==> config.mk <==
export PLATFORM = sky130hd
export DESIGN_NAME = lod_trunc_pipe
export DESIGN_NICKNAME = d
export VERILOG_FILES = /design/src/rtl/lod_trunc_pipe.sv
export SDC_FILE = /design/constraint.sdc
export NUM_CORES = 1
export LEC_CHECK = 0
export CORE_ASPECT_RATIO = 1.4
export CORE_MARGIN = 2
export CORE_UTILIZATION = 50
export DETAILED_ROUTE_END_ITERATION = 10
export PLACE_DENSITY = 0.74
export SLEW_MARGIN = 20
export SYNTH_ARGS = -nofsm -noshare
export SYNTH_HDL_FRONTEND = slang
export SYNTH_SLANG_ARGS = --single-unit
==> constraint.sdc <==
create_clock -name clk -period 6.7 [get_ports clk]
set_input_delay 0.67 -clock clk [delete_from_list [all_inputs] [get_ports clk]]
set_output_delay 0.67 -clock clk [all_outputs]
set_load 0.005 [all_outputs]
==> src/rtl/lod_trunc_pipe.sv <==
// Multi-lane leading-one detect and window truncation with optional round-half-up.
// Two-stage valid/ready pipeline: stage A finds the leading one, stage B forms the window.
module lod_trunc_pipe #(
  parameter int BW      = 8,
  parameter int MULT_DW = 5,
  parameter int LANES   = 4
) (
  input  logic                                clk,
  input  logic                                rst_n,
  input  logic                                in_valid,
  output logic                                in_ready,
  input  logic [LANES*BW-1:0]                 in_data,
  input  logic                                in_rnd,
  output logic                                out_valid,
  input  logic                                out_ready,
  output logic [LANES*(MULT_DW-2)-1:0]        out_mant,
  output logic [LANES*$clog2(BW)-1:0]         out_pos,
  output logic [LANES-1:0]                    out_exact,
  output logic [LANES-1:0]                    out_nz,
  input  logic                                sat_clr,
  output logic [15:0]                         sat_count
);

  localparam int W   = MULT_DW - 2;
  localparam int PW  = $clog2(BW);
  localparam int NSW = $clog2(LANES + 1);

  typedef struct packed {
    logic          sat;
    logic [PW-1:0] pos;
    logic [W-1:0]  mant;
  } lane_res_t;

  function automatic logic [PW-1:0] lod(input logic [BW-1:0] x);
    lod = '0;
    for (int i = 0; i < BW; i++) begin
      if (x[i]) lod = PW'(i);
    end
  endfunction

  // Window below the leading one, then round-half-up with carry into the next
  // position or saturation when the leading one is already the top bit.
  function automatic lane_res_t round_lane(input logic [BW-1:0] x, input logic [PW-1:0] p,
                                           input logic exact, input logic rnd);
    logic [BW-1:0] sh;
    logic [W:0]    sum;
    round_lane.sat  = 1'b0;
    round_lane.pos  = p;
    round_lane.mant = '0;
    sh  = x >> (int'(p) - W - 1);
    sum = {1'b0, sh[W:1]} + {{W{1'b0}}, sh[0]};
    if (!exact) begin
      if (!rnd) begin
        round_lane.mant = sh[W:1];
      end else if (!sum[W]) begin
        round_lane.mant = sum[W-1:0];
      end else if (int'(p) + 1 < BW) begin
        round_lane.mant = '0;
        round_lane.pos  = p + PW'(1);
      end else begin
        round_lane.mant = '1;
        round_lane.pos  = PW'(BW - 1);
        round_lane.sat  = 1'b1;
      end
    end
  endfunction

  logic                   vld_p0_q, vld_p1_q;
  logic                   adv_a, adv_b, ld_a, ld_b;
  logic [LANES*BW-1:0]    x_p0_q;
  logic                   rnd_p0_q;
  logic [LANES*PW-1:0]    pos_p0_q, pos_p0_d;
  logic [LANES-1:0]       nz_p0_q, nz_p0_d, exact_p0_q, exact_p0_d;
  logic [LANES*W-1:0]     out_mant_q, out_mant_d;
  logic [LANES*PW-1:0]    out_pos_q, out_pos_d;
  logic [LANES-1:0]       out_exact_q, out_nz_q;
  logic [NSW-1:0]         nsat_d;
  logic [16:0]            sat_sum;
  logic [15:0]            sat_count_q, sat_count_d;
  lane_res_t              res;

  assign adv_b    = !vld_p1_q | out_ready;
  assign adv_a    = !vld_p0_q | adv_b;
  assign in_ready = adv_a;
  assign ld_a     = in_valid & adv_a;
  assign ld_b     = vld_p0_q & adv_b;

  // Stage A: leading-one detect
  always_comb begin
    pos_p0_d   = '0;
    nz_p0_d    = '0;
    exact_p0_d = '0;
    for (int l = 0; l < LANES; l++) begin
      pos_p0_d[l*PW +: PW] = lod(in_data[l*BW +: BW]);
      nz_p0_d[l]           = |in_data[l*BW +: BW];
      exact_p0_d[l]        = int'(lod(in_data[l*BW +: BW])) < MULT_DW;
    end
  end

  always_ff @(posedge clk) begin
    if (ld_a) begin
      x_p0_q     <= in_data;
      rnd_p0_q   <= in_rnd;
      pos_p0_q   <= pos_p0_d;
      nz_p0_q    <= nz_p0_d;
      exact_p0_q <= exact_p0_d;
    end
  end

  // Stage B: window, rounding and saturation accounting
  always_comb begin
    out_mant_d = '0;
    out_pos_d  = '0;
    nsat_d     = '0;
    res        = '0;
    for (int l = 0; l < LANES; l++) begin
      res = round_lane(x_p0_q[l*BW +: BW], pos_p0_q[l*PW +: PW], exact_p0_q[l], rnd_p0_q);
      out_mant_d[l*W +: W]  = res.mant;
      out_pos_d[l*PW +: PW] = res.pos;
      nsat_d                = nsat_d + NSW'(res.sat);
    end
  end

  assign sat_sum = {1'b0, sat_count_q} + 17'(nsat_d);

  always_comb begin
    sat_count_d = sat_count_q;
    if (sat_clr) sat_count_d = '0;
    else if (ld_b) sat_count_d = sat_sum[16] ? 16'hFFFF : sat_sum[15:0];
  end

  always_ff @(posedge clk or negedge rst_n) begin
    if (!rst_n) begin
      vld_p0_q    <= 1'b0;
      vld_p1_q    <= 1'b0;
      out_mant_q  <= '0;
      out_pos_q   <= '0;
      out_exact_q <= '0;
      out_nz_q    <= '0;
      sat_count_q <= '0;
    end else begin
      if (adv_a) vld_p0_q <= in_valid;
      if (adv_b) vld_p1_q <= vld_p0_q;
      if (ld_b) begin
        out_mant_q  <= out_mant_d;
        out_pos_q   <= out_pos_d;
        out_exact_q <= exact_p0_q;
        out_nz_q    <= nz_p0_q;
      end
      sat_count_q <= sat_count_d;
    end
  end

  assign out_valid = vld_p1_q;
  assign out_mant  = out_mant_q;
  assign out_pos   = out_pos_q;
  assign out_exact = out_exact_q;
  assign out_nz    = out_nz_q;
  assign sat_count = sat_count_q;

endmodule

==> impl_metrics.json <==
{
  "place_ws_ns": 1.25,
  "fmax_ghz": 0.181,
  "cp_common_cell": "fa_1",
  "post-route-period-util": 0.823,
  "drcViolationCount": 0,
  "synth_mux_area_frac": 0.0565,
  "die-area_sq_um": 13000,
  "synth_area_sq_um": 6050,
  "tightestPinTransition_ns": 0.673,
  "ioPinCount": 88,
  "ctsResizeCount": 0,
  "critPathArrivalTime_ns": 5.75,
  "final_hold_viol_count": 0,
  "cp_cell_sequence": "ha_1 > mux2i_1 > o22ai_1 > a41oi_1 > nor3_1 > ha_1 > nand2_1 > nand4b_1 > a21oi_2 > o2111a_2 > nand2b_1 > fa_1 > fa_1 > inv_1 > fa_1 > nand3_1 > or2_2 > o21ai_1 > a21oi_1 > a211oi_1",
  "layout_setup_ws_ns": 1.19,
  "ys.warnings.count": 0,
  "period_needed_ns": 5.51,
  "rsz0062_at_grt": "false",
  "die_w_um": 96.9,
  "p_comb_frac": 0.208,
  "start_util": 0.511,
  "cts_tree": "done",
  "setup_tns_ns": 0,
  "run_status": "finished, final reports clean",
  "p_sw_uw": 457,
  "synth_edf_count": 53,
  "crit_slowest_cell": "ha_1",
  "area_delta_synth_final_pct": 20.4,
  "synth-main-ff-cell": "edfxtp_1",
  "port-buffer-count": 87,
  "clk_path_buf_depth": 2,
  "rows": 47,
  "ant_nets": 0,
  "cts_hold_buf": 0,
  "fin_nets": 744,
  "drt-total-wl_um": 14500,
  "hpwl_um": 10500,
  "grt_max_degree": 57,
  "setup_violations": 0,
  "viasPerCell": 5.99,
  "clockRootBuffer": "clkbuf_16",
  "fillers": 1003,
  "synth_top_area_share": 0.263,
  "syn_nets": 673,
  "die_h_um": 134,
  "syn_area_per_cell_sq_um": 9.77,
  "core-area_sq_um": 11800,
  "wire_per_inst_um": 17.2,
  "cellLeakagePower_nw": 2.86,
  "netlist_top_cells_count": "nand2_1, nor2_1, edfxtp_1",
  "antennaDiodeCount": 0,
  "cts_buffers": 9,
  "skew_ns": 0.00831,
  "clock_latency_ns": 0.34,
  "synth_seq_cells": 103,
  "synth-xor-area-share": 0.00559,
  "slew_viol_final": 0,
  "powerDensity_nw_per_um2": 226,
  "final_util": 0.616,
  "internal_power_mw": 1.19,
  "power_frac_seq": 0.470,
  "grtUsageTotal": 0.226,
  "antenna_found_initial": 0,
  "design_area_sq_um": 7280,
  "grt_pass1_wl_um": 23900,
  "r2r_cells": 20,
  "gp_congestion": 0.859,
  "critPathMaxFanout": 18,
  "end_kind": "register",
  "drv_cap": 0,
  "p_total_mw": 1.65,
  "r2r-start": "pos_p0_q[6]",
  "clkTransAtPathRegs_ns": 0.07,
  "post-cts-setup-buffers": 0,
  "synth_top_area_cell": "edfxtp_1",
  "critPathMaxStageDelay_ns": 0.74,
  "drive_gt1_frac": 0.0734,
  "firstDrtPassIters": 4,
  "via_count": 5044,
  "synth-compound-area-share": 0.169,
  "cts.htree.levels": 3,
  "ys_seq_area_frac": 0.470,
  "grt_pass1_vias": 4984,
  "drtIter0Drc": 338,
  "numClockSinks": 103,
  "hold_path.class": "in -> async",
  "pwr-share-clk": 0.322,
  "crit_type": "reg -> reg",
  "slew_headroom": 0.552,
  "postPlaceCellArea_sq_um": 6980,
  "cp_data_required_time_ns": 6.94,
  "ir_drop_mv": 0.140,
  "synth-simple-area-share": 0.227,
  "reg2reg_slack_ns": 1.19,
  "ys_types": 77,
  "synthAdderAreaFrac": 0.0368,
  "sw_frac_of_total": 0.277,
  "synth_area_leaders": "edfxtp_1, dfrtp_1, nand2_1, nor2_1, mux2i_1",
  "synth_top_family_by_area": "simple AND/OR/NAND/NOR gates",
  "yosys.cell_count.top_type": "nand2_1",
  "async_flop_share": 0.485,
  "synth_cells": 619,
  "grt-ovfl-total": 0,
  "startpoint_type": "register",
  "rr_endpoint": "sat_count[13]"
}
stage by stage:
stage | hold slack, ns | cells
detailed placement | 0.443 | 826
global route | 0.488 | 842
finish | 0.445 | 842
CTS | 0.467 | 842
global placement | 0.435 | 826
floorplan | 0.374 | 619
metal layers:
metal / vias up / track usage / wire length (um)
met5: - / 0 / 0
met4: 0 / 0.103 / 381
met3: 33 / 0.0344 / 597
met2: 146 / 0.412 / 7720
met1: 2427 / 0.261 / 5760
li1: 2438 / - / -
logic make-up (layout without fill, tap and decap cells):
| family | count (synthesis) | after routing |
|---|---|---|
| compound gates | 150 | 150 |
| simple gates | 273 | 273 |
| mux | 26 | 26 |
| fa+ha+maj | 16 | 16 |
| xor+xnor | 3 | 3 |
| flops | 103 | 103 |
| buf+inv | 48 | 124 |
registers in the layout (all words and copies together) (netlist names):
register    cells
x_p0_q         32
sat_count      16
out_mant       12
out_pos        12
pos_p0_q       12
exact_p0_q      4
nz_p0_q         4
out_exact       4
out_nz          4
out_valid       1
rnd_p0_q        1
vld_p0_q        1
cell usage in the layout (no fill, tap or decap), types with 10 or more instances in the layout:
master,Yosys,final
a21oi_1,33,33
clkdlybuf4s50_1,0,86
dfrtp_1,50,50
edfxtp_1,53,53
ha_1,13,13
inv_1,17,17
mux2i_1,18,18
nand2_1,81,80
nand2b_1,13,13
nand3_1,11,11
nor2_1,73,73
nor2b_1,11,11
nor3_1,18,18
o21ai_0,29,29
o31ai_1,10,10
worst max-delay path, delay by kind of cell (launching register included):
family / cells / cell delay (ns)
adders and majority gates: 5 / 2.21
and+or+nand+nor: 6 / 1.16
AOI/OAI and AO/OA: 7 / 1.16
DFF: 1 / 0.59
muxes: 1 / 0.17
buffers and inverters: 1 / 0.09
layout make-up:
type / instances / area, sq um / area share
flip-flops and latches: 103 / 2840 / 0.391
multi-input cells: 468 / 3000 / 0.411
well taps: 147 / 184 / 0.0253
clock inverters: 6 / 68.8 / 0.00945
repair buffers: 91 / 896 / 0.123
inverters: 17 / 63.8 / 0.00877
clock buffers: 10 / 229 / 0.0315
worst max path at each step:
stage | end | depth (start not counted) | from | slack, ns
2_1_floorplan | sat_count[13] | 22 | pos_p0_q[6] | 1.94
3_3_place_gp | sat_count[13] | 20 | pos_p0_q[6] | 1.54
3_5_place_dp | sat_count[13] | 20 | pos_p0_q[6] | 1.25
4_1_cts | sat_count[13] | 20 | pos_p0_q[6] | 1.22
5_1_grt | sat_count[13] | 20 | pos_p0_q[6] | 0.72
6_report | sat_count[13] | 20 | pos_p0_q[6] | 1.19
power groups by stage:
stage / Clock (mW) / Sequential [mW] / Combinational (mW)
after floorplan: 0 / 0.770 / 0.197
after global placement: 0 / 0.785 / 0.335
after detailed placement: 0 / 0.788 / 0.343
after CTS: 0.543 / 0.775 / 0.346
after global routing: 0.562 / 0.781 / 0.379
final: 0.531 / 0.774 / 0.343
(Power assumes the default switching activity.)
